==> src/rtl/cp0_ctrl_v2.sv <==
// CP0 coprocessor register block: BadVAddr, Count, Compare, Status, Cause, EPC.
// Resolves simultaneous exception causes, synchronises the external interrupt lines,
// runs the divided Count timer and supplies interrupt request, EPC and exception vector.
module cp0_ctrl_v2 #(
    parameter int unsigned HW_INT_NUM  = 6,
    parameter int unsigned TIMER_DIV   = 2,
    parameter int unsigned SYNC_STAGES = 2,
    parameter logic [31:0] BEV_VEC     = 32'hBFC00380,
    parameter logic [31:0] NORM_VEC    = 32'h80000180
) (
    input  logic                  clk,
    input  logic                  rst_n,
    input  logic [7:0]            cp0_addr,
    input  logic                  cp0_wen,
    input  logic [31:0]           cp0_wdata,
    output logic [31:0]           cp0_rdata,
    input  logic [7:0]            exc_vec,
    input  logic [31:0]           exc_pc,
    input  logic                  is_slot,
    input  logic [31:0]           bad_vaddr,
    input  logic                  eret,
    input  logic [HW_INT_NUM-1:0] hw_int,
    output logic                  int_happen,
    output logic [31:0]           exc_target,
    output logic [31:0]           epc,
    output logic                  timer_int
);

    localparam logic [4:0] REG_BADVADDR = 5'd8;
    localparam logic [4:0] REG_COUNT    = 5'd9;
    localparam logic [4:0] REG_COMPARE  = 5'd11;
    localparam logic [4:0] REG_STATUS   = 5'd12;
    localparam logic [4:0] REG_CAUSE    = 5'd13;
    localparam logic [4:0] REG_EPC      = 5'd14;

    localparam int unsigned DIV_W  = (TIMER_DIV > 1) ? $clog2(TIMER_DIV) : 1;
    localparam int unsigned HW_LOW = (HW_INT_NUM < 5) ? HW_INT_NUM : 5;
    localparam logic        STATUS_BEV = 1'b1;

    typedef enum logic [4:0] {
        EXC_INT  = 5'h00,
        EXC_ADEL = 5'h04,
        EXC_ADES = 5'h05,
        EXC_SYS  = 5'h08,
        EXC_BP   = 5'h09,
        EXC_RI   = 5'h0a,
        EXC_OV   = 5'h0c
    } exc_code_e;

    // architectural state
    logic [31:0]      badvaddr_q;
    logic [31:0]      count_q;
    logic [31:0]      compare_q;
    logic [31:0]      epc_q;
    logic [7:0]       im_q;
    logic             exl_q;
    logic             ie_q;
    logic             bd_q;
    logic             ti_q;
    logic [1:0]       ip_sw_q;
    logic [4:0]       exccode_q;
    logic [DIV_W-1:0] div_q;
    logic [SYNC_STAGES-1:0][HW_INT_NUM-1:0] sync_q;

    // derived signals
    logic [HW_INT_NUM-1:0] hw_synced;
    logic [4:0]            hw_low;
    logic [7:0]            ip;
    logic                  sel_ok;
    logic                  wr_count, wr_compare, wr_status, wr_cause, wr_epc;
    logic                  exc_any;
    exc_code_e             win_code;
    logic                  upd_bad;
    logic [31:0]           bad_src;
    logic                  tick;
    logic [31:0]           count_inc;
    logic [31:0]           status_rd;
    logic [31:0]           cause_rd;

    assign sel_ok     = (cp0_addr[2:0] == 3'd0);
    assign wr_count   = cp0_wen & sel_ok & (cp0_addr[7:3] == REG_COUNT);
    assign wr_compare = cp0_wen & sel_ok & (cp0_addr[7:3] == REG_COMPARE);
    assign wr_status  = cp0_wen & sel_ok & (cp0_addr[7:3] == REG_STATUS);
    assign wr_cause   = cp0_wen & sel_ok & (cp0_addr[7:3] == REG_CAUSE);
    assign wr_epc     = cp0_wen & sel_ok & (cp0_addr[7:3] == REG_EPC);

    assign exc_any   = |exc_vec;
    assign tick      = (div_q == DIV_W'(TIMER_DIV - 1));
    assign count_inc = count_q + 32'd1;
    assign hw_synced = sync_q[SYNC_STAGES-1];

    assign status_rd = {9'b0, STATUS_BEV, 6'b0, im_q, 6'b0, exl_q, ie_q};
    assign cause_rd  = {bd_q, ti_q, 14'b0, ip, 1'b0, exccode_q, 2'b0};

    assign int_happen = ie_q & ~exl_q & (|(im_q & ip));
    assign exc_target = STATUS_BEV ? BEV_VEC : NORM_VEC;
    assign epc        = epc_q;
    assign timer_int  = ti_q;

    // shift each hw_int line through the synchroniser chain
    always_ff @(posedge clk or negedge rst_n) begin
        if (!rst_n) begin
            sync_q <= '0;
        end else begin
            sync_q <= {sync_q[SYNC_STAGES-2:0], hw_int};
        end
    end

    // assemble Cause.IP from software bits, synchronised lines and the timer
    always_comb begin
        hw_low = '0;
        hw_low[HW_LOW-1:0] = hw_synced[HW_LOW-1:0];
        ip = '0;
        ip[1:0] = ip_sw_q;
        ip[6:2] = hw_low;
        ip[7]   = ti_q | ((HW_INT_NUM == 6) ? hw_synced[HW_INT_NUM-1] : 1'b0);
    end

    // pick the highest-priority raised cause and its BadVAddr source
    always_comb begin
        win_code = EXC_INT;
        upd_bad  = 1'b0;
        bad_src  = '0;
        if (exc_vec[7]) begin
            win_code = EXC_INT;
        end else if (exc_vec[6]) begin
            win_code = EXC_ADEL;
            upd_bad  = 1'b1;
            bad_src  = exc_pc;
        end else if (exc_vec[5]) begin
            win_code = EXC_RI;
        end else if (exc_vec[4]) begin
            win_code = EXC_OV;
        end else if (exc_vec[3]) begin
            win_code = EXC_SYS;
        end else if (exc_vec[2]) begin
            win_code = EXC_BP;
        end else if (exc_vec[1]) begin
            win_code = EXC_ADEL;
            upd_bad  = 1'b1;
            bad_src  = bad_vaddr;
        end else if (exc_vec[0]) begin
            win_code = EXC_ADES;
            upd_bad  = 1'b1;
            bad_src  = bad_vaddr;
        end
    end

    // Status/Cause/EPC/BadVAddr update: exception beats eret beats mtc0
    always_ff @(posedge clk or negedge rst_n) begin
        if (!rst_n) begin
            badvaddr_q <= '0;
            epc_q      <= '0;
            im_q       <= '0;
            exl_q      <= 1'b0;
            ie_q       <= 1'b0;
            bd_q       <= 1'b0;
            ip_sw_q    <= '0;
            exccode_q  <= '0;
        end else if (exc_any) begin
            exccode_q <= win_code;
            exl_q     <= 1'b1;
            if (!exl_q) begin
                epc_q <= is_slot ? (exc_pc - 32'd4) : exc_pc;
                bd_q  <= is_slot;
            end
            if (upd_bad) begin
                badvaddr_q <= bad_src;
            end
        end else begin
            if (wr_status) begin
                im_q  <= cp0_wdata[15:8];
                exl_q <= cp0_wdata[1];
                ie_q  <= cp0_wdata[0];
            end
            // placed after the Status write so eret owns EXL when both occur
            if (eret) begin
                exl_q <= 1'b0;
            end
            if (wr_cause) begin
                ip_sw_q <= cp0_wdata[9:8];
            end
            if (wr_epc) begin
                epc_q <= cp0_wdata;
            end
        end
    end

    // divided Count timer, Compare register and sticky timer interrupt
    always_ff @(posedge clk or negedge rst_n) begin
        if (!rst_n) begin
            count_q   <= '0;
            compare_q <= '0;
            div_q     <= '0;
            ti_q      <= 1'b0;
        end else begin
            if (wr_count) begin
                count_q <= cp0_wdata;
                div_q   <= '0;
            end else if (tick) begin
                count_q <= count_inc;
                div_q   <= '0;
            end else begin
                div_q <= div_q + 1'b1;
            end
            if (wr_compare) begin
                compare_q <= cp0_wdata;
            end
            if (wr_compare) begin
                ti_q <= 1'b0;
            end else if (!wr_count && tick && (count_inc == compare_q)) begin
                ti_q <= 1'b1;
            end
        end
    end

    // mfc0 read mux
    always_comb begin
        cp0_rdata = '0;
        if (sel_ok) begin
            case (cp0_addr[7:3])
                REG_BADVADDR: cp0_rdata = badvaddr_q;
                REG_COUNT:    cp0_rdata = count_q;
                REG_COMPARE:  cp0_rdata = compare_q;
                REG_STATUS:   cp0_rdata = status_rd;
                REG_CAUSE:    cp0_rdata = cause_rd;
                REG_EPC:      cp0_rdata = epc_q;
                default:      cp0_rdata = '0;
            endcase
        end
    end

endmodule

==> config.mk <==
export PLATFORM = sky130hd
export DESIGN_NAME = cp0_ctrl_v2
export DESIGN_NICKNAME = d
export VERILOG_FILES = /design/src/rtl/cp0_ctrl_v2.sv
export SDC_FILE = /design/constraint.sdc
export NUM_CORES = 1
export LEC_CHECK = 0
export ABC_CLOCK_PERIOD_IN_PS = 6600
export CAP_MARGIN = 15
export CORE_MARGIN = 3
export CORE_UTILIZATION = 30
export CTS_CLUSTER_SIZE = 28
export DETAILED_ROUTE_END_ITERATION = 12
export SLEW_MARGIN = 20
export SYNTH_ARGS = -nofsm -noshare
export SYNTH_HDL_FRONTEND = slang
export SYNTH_SLANG_ARGS = --single-unit
==> constraint.sdc <==
create_clock -name clk -period 6.6 [get_ports clk]
set_input_delay 0.66 -clock clk [delete_from_list [all_inputs] [get_ports clk]]
set_output_delay 0.66 -clock clk [all_outputs]
set_load 0.02 [all_outputs]
# Word level (Yosys, flattened, before mapping)
# Cells that the tools add are included.
# op_classes
n_reduce_logical	15
n_mux	39
eq_ne	8
bitwise_logic	12
addsub	3
# ops
operator	count
32-bit two-way mux	15
32-bit one-hot mux with 6 select lines	1
32-bit by 1-bit adder with 32-bit output (second input constant)	1
32-bit == test	1
32-bit by 3-bit subtractor with 32-bit output (second input constant)	1
5-bit by 4-bit == test with 1-bit output (second input constant)	6
4-bit two-way mux	6
8-bit OR reduction	2
1-bit two-way mux	15
2-bit AND reduction	5
1-bit bitwise AND	8
8-bit bitwise AND	1
3-bit two-way mux	2
2-bit nonzero test	3
3-bit zero test	1
3-bit nonzero test	1
1-bit logical AND	2
2-bit inequality test (second input constant)	1
1-bit NOT	2
1-bit adder (second input constant)	1
1-bit zero test	1
1-bit OR	1
# totals
wordCells	91
input_bits	123
ff_bits	160

# Longest topological paths before layout
# logic_depth
word_depth	9
ltp_mapped	10
ltp_nobuf	9

# Least setup slack after synthesis
# No wires, ideal clock.
# synth_path
path_kind	input -> output
from	in cp0_addr[4]
to	out cp0_rdata[16]
path_stages	7
t_arrival_ns	2.499
n_path_buf	3
path_slack_ns	3.441
path_cell_list	buf_1 clkbuf_1 buf_1 mux2i_1 nor2_1 a221oi_1 nor2_1
# synth_between
elab_chain_cells	3
# synth_lines
element	line_no	rtl
from (decl)	13	input logic [7:0] cp0_addr,
5-bit by 4-bit == test with 1-bit output	221	case (cp0_addr[7:3])
32-bit one-hot mux with 6 select lines (*)	221	
32-bit two-way mux (*)	220	if (sel_ok) begin
to (decl)	16	output logic [31:0] cp0_rdata,
# Mark *: on every way between the ends. The rest lies on a longest branch, timed or not.

# Worst setup path after layout
# layout_path
from	in cp0_addr[7]
to	out cp0_rdata[1]
# The elaborated chain is that of the path after synthesis.

==> flow_summary.ini <==
[layout]
seqCellArea_um2 = 3980
final_core_util_pct = 39.0
fillers = 3234
syn_to_final_growth_pct = 27.4
nets = 1384
antenna_cells = 0
multiInputGateArea_um2 = 5560
design_area_um2 = 12700
drive_above_1_share_pct = 9.75

[route]
wl_per_cell_um = 20.9
ant_nets = 0
firstDrtPassIters = 5
via_per_inst = 5.26
drt-total-wl_um = 35900
drtIter0Drc = 748
drc = 0
vias = 9024

[floorplanning]
rows = 66
die_area_um2 = 35500
die_h_um = 188
die_x_um = 188
initial_core_util_pct = 30.6
core_area_um2 = 32600
ios = 221

[critical_path]
r2r_start = count_q[5]$_DFFE_PN0N_
slowest_delay_ns = 0.72
crit_arrival_ns = 3.59
r2r_cells = 7
path_class = in2out
crit_path_end_kind = output port
slowest_stage = or3b_2
path_cells = clkdlybuf4s50_1 > nand2b_1 > or3b_2 > nor2_1 > a21oi_1 > a21oi_1 > clkdlybuf4s50_1
start_kind = primary input
r2r_slack_ns = 3.84
critPathRequiredTime_ns = 5.94
r2r-end = timer_int$_DFFE_PN0P_
crit_fanout = 24

[place]
place_area_um2 = 12100
port_buffers = 188
post-dp-hpwl_um = 27100
place.gp.congestion = 0.901

[logic_synthesis]
synth_ff_type = dfrtp_1
synth_area_per_cell_um2 = 8.91
ys_types = 63
async_flop_share_pct = 100
synth_top_area_cell = dfrtp_1
netlist_instances = 1120
seq_area_frac_synth_pct = 39.9
yosysWarnings = 0
synth_top_cell_area_share_pct = 39.9
synth-seq-cells = 159
synthesis.area_um2 = 9980
synth_edf_count = 0
synth_area_leaders = dfrtp_1 (40%), mux2_2 (5.6%), a21oi_1 (5.0%)

[sta]
setup_viol = 0
hold_viol_final = 0
worst-slew-pin-transition_ns = 1.09
fmax_mhz = 236
rsz0062_at_grt = false
fin_crit_ns = 4.25
setup_tns_ns = 0
finalCritPeriodShare_pct = 64.3
slew_headroom_pct = 27.5
slew_violations = 0
skew_ns = 0.00848

[clocking]
post_cts_resized = 0
cts_tree = built
cts_buffer_depth = 2
cts_sinks = 159
root_buffer = clkbuf_16
post_cts_buffers = 0
clock_latency_ns = 0.43
htreeDepth = 4
cts_hold_buf = 0
numCtsBuffers = 17
path_clk_slew_ns = 0.07

[global_route]
antenna_found_initial = 0
grt_pass1_vias = 8980
grt_overflow = 0
track_usage_pct = 20.0
grt_max_degree = 94
grt_first_pass_wirelength_um = 55200

[pwr]
p_seq_share_pct = 43.7
clkPwrFrac_pct = 34.9
combPwrFrac_pct = 21.4
p_sw_share_pct = 32.1
internal_power_w = 0.00191
power_density_nw_per_um2 = 222
p_leak_nw = 5.11
power_w = 0.00282
p_switching_w = 0.000905
vdd_ir_drop_max_uv = 128

[flow_run]
cap_viol_max_count = 0

[hold_path]
hp-class = in2async

[status]
status = finished, final reports clean
==> kinds of logic after synthesis <==
group           after synthesis  share of synthesized area (%)
compound gates              257                           15.3
simple gates                386                           19.7
buf+inv                     121                           6.03
mux                          91                           9.76
xor+xnor                    102                           8.96
fa+ha+maj                     2                          0.251
other cells                   2                         0.0753
flops                       159                           39.9
==> how the worst max path moves through the flow <==
stage | depth (start not counted) | endpoint | startpoint
floorplan | 7 | cp0_rdata[16] | cp0_addr[4]
global placement | 8 | cp0_rdata[3] | cp0_addr[5]
detailed placement | 8 | cp0_rdata[16] | cp0_addr[5]
CTS | 8 | cp0_rdata[16] | cp0_addr[5]
global route | 8 | cp0_rdata[16] | cp0_addr[5]
finish | 7 | cp0_rdata[1] | cp0_addr[7]
==> power by group through the flow <==
stage                     clock network (W)  logic (W)  registers (W)
after CTS                          0.000992   0.000603        0.00123
after floorplan                           0   0.000370        0.00119
after detailed placement                  0   0.000600        0.00124
after global routing                0.00103   0.000655        0.00125
final                              0.000983   0.000603        0.00123
after global placement                    0   0.000591        0.00124
==> synthesized netlist by cell type (3+ instances only) <==
master,number
a211oi_1,4
a21oi_1,99
a221oi_1,24
a222oi_1,7
a22oi_1,4
a31oi_1,6
a32oi_1,3
and2_1,5
and3_1,13
and4_1,7
buf_1,7
buf_2,3
buf_4,33
clkbuf_1,67
dfrtp_1,159
inv_1,8
mux2_2,50
mux2i_1,41
nand2_1,96
nand2b_1,3
nand3_1,23
nand4_1,18
nor2_1,121
nor3_1,16
nor3b_1,32
nor4_1,13
nor4_2,3
o21ai_0,73
o21ai_1,8
o22ai_1,7
o31ai_1,4
or3_1,10
or3_2,3
or4_1,5
or4_4,4
or4b_1,3
xnor2_1,51
xor2_1,51
==> stage by stage <==
step           hold WS, ns  instances  setup WS (ns)
2_1_floorplan        0.331       1150           3.44
3_3_place_gp         0.335       1681           2.08
3_5_place_dp         0.337       1681           2.01
4_1_cts              0.354       1713           2.00
5_1_grt              0.361       1714           2.18
6_report             0.315       1714           2.35
==> critical path, delay by kind of cell <==
kind            cells  cell delay [ns]
compound gates      2             0.42
buf+inv             2             1.12
simple gates        3             1.37
==> state kept, by name, summed over array words and instances (netlist names), 4 cells and up <==
signal / flops
sync_q: 6
badvaddr_q: 32
count_q: 32
exccode_q: 4
hw_synced: 6
epc: 32
compare_q: 32
im_q: 8
==> routing by layer <==
metal | part of all wire [%] | track usage (%)
met3 | 5.4 | 3.33
met4 | 2.9 | 6.96
met2 | 48 | 32.9
met1 | 44 | 26.7
met5 | 0 | 0
==> area by class of cell <==
type                       instances  area share, %
clock inverter                    10          0.827
multi-input combinational        870           43.8
timing repair buffer             203           15.8
clock buffer                      22           3.73
sequential                       159           31.3
tap                              442           4.35
inverter                           8          0.236
==> cells in the final DEF, fill, tap and decap left out, types with 5 or more instances in the layout <==
master / n
nand2_1: 95
nor4_1: 12
or4_1: 5
dfrtp_1: 159
a31oi_1: 5
xor2_1: 51
nand3_1: 23
o22ai_1: 7
or3_1: 10
and4_1: 7
a222oi_1: 7
o21ai_0: 73
a221oi_1: 24
and3_1: 12
and2_1: 5
clkbuf_16: 17
buf_4: 14
o21ai_1: 6
nor3b_1: 32
a21oi_1: 99
mux2i_1: 41
xnor2_1: 51
clkdlybuf4s50_1: 185
conb_1: 32
nor3_1: 16
nand4_1: 18
inv_1: 8
nor2_1: 120
mux2_2: 50
clkinv_4: 5
Note: power is estimated with default switching activity, not from simulation.
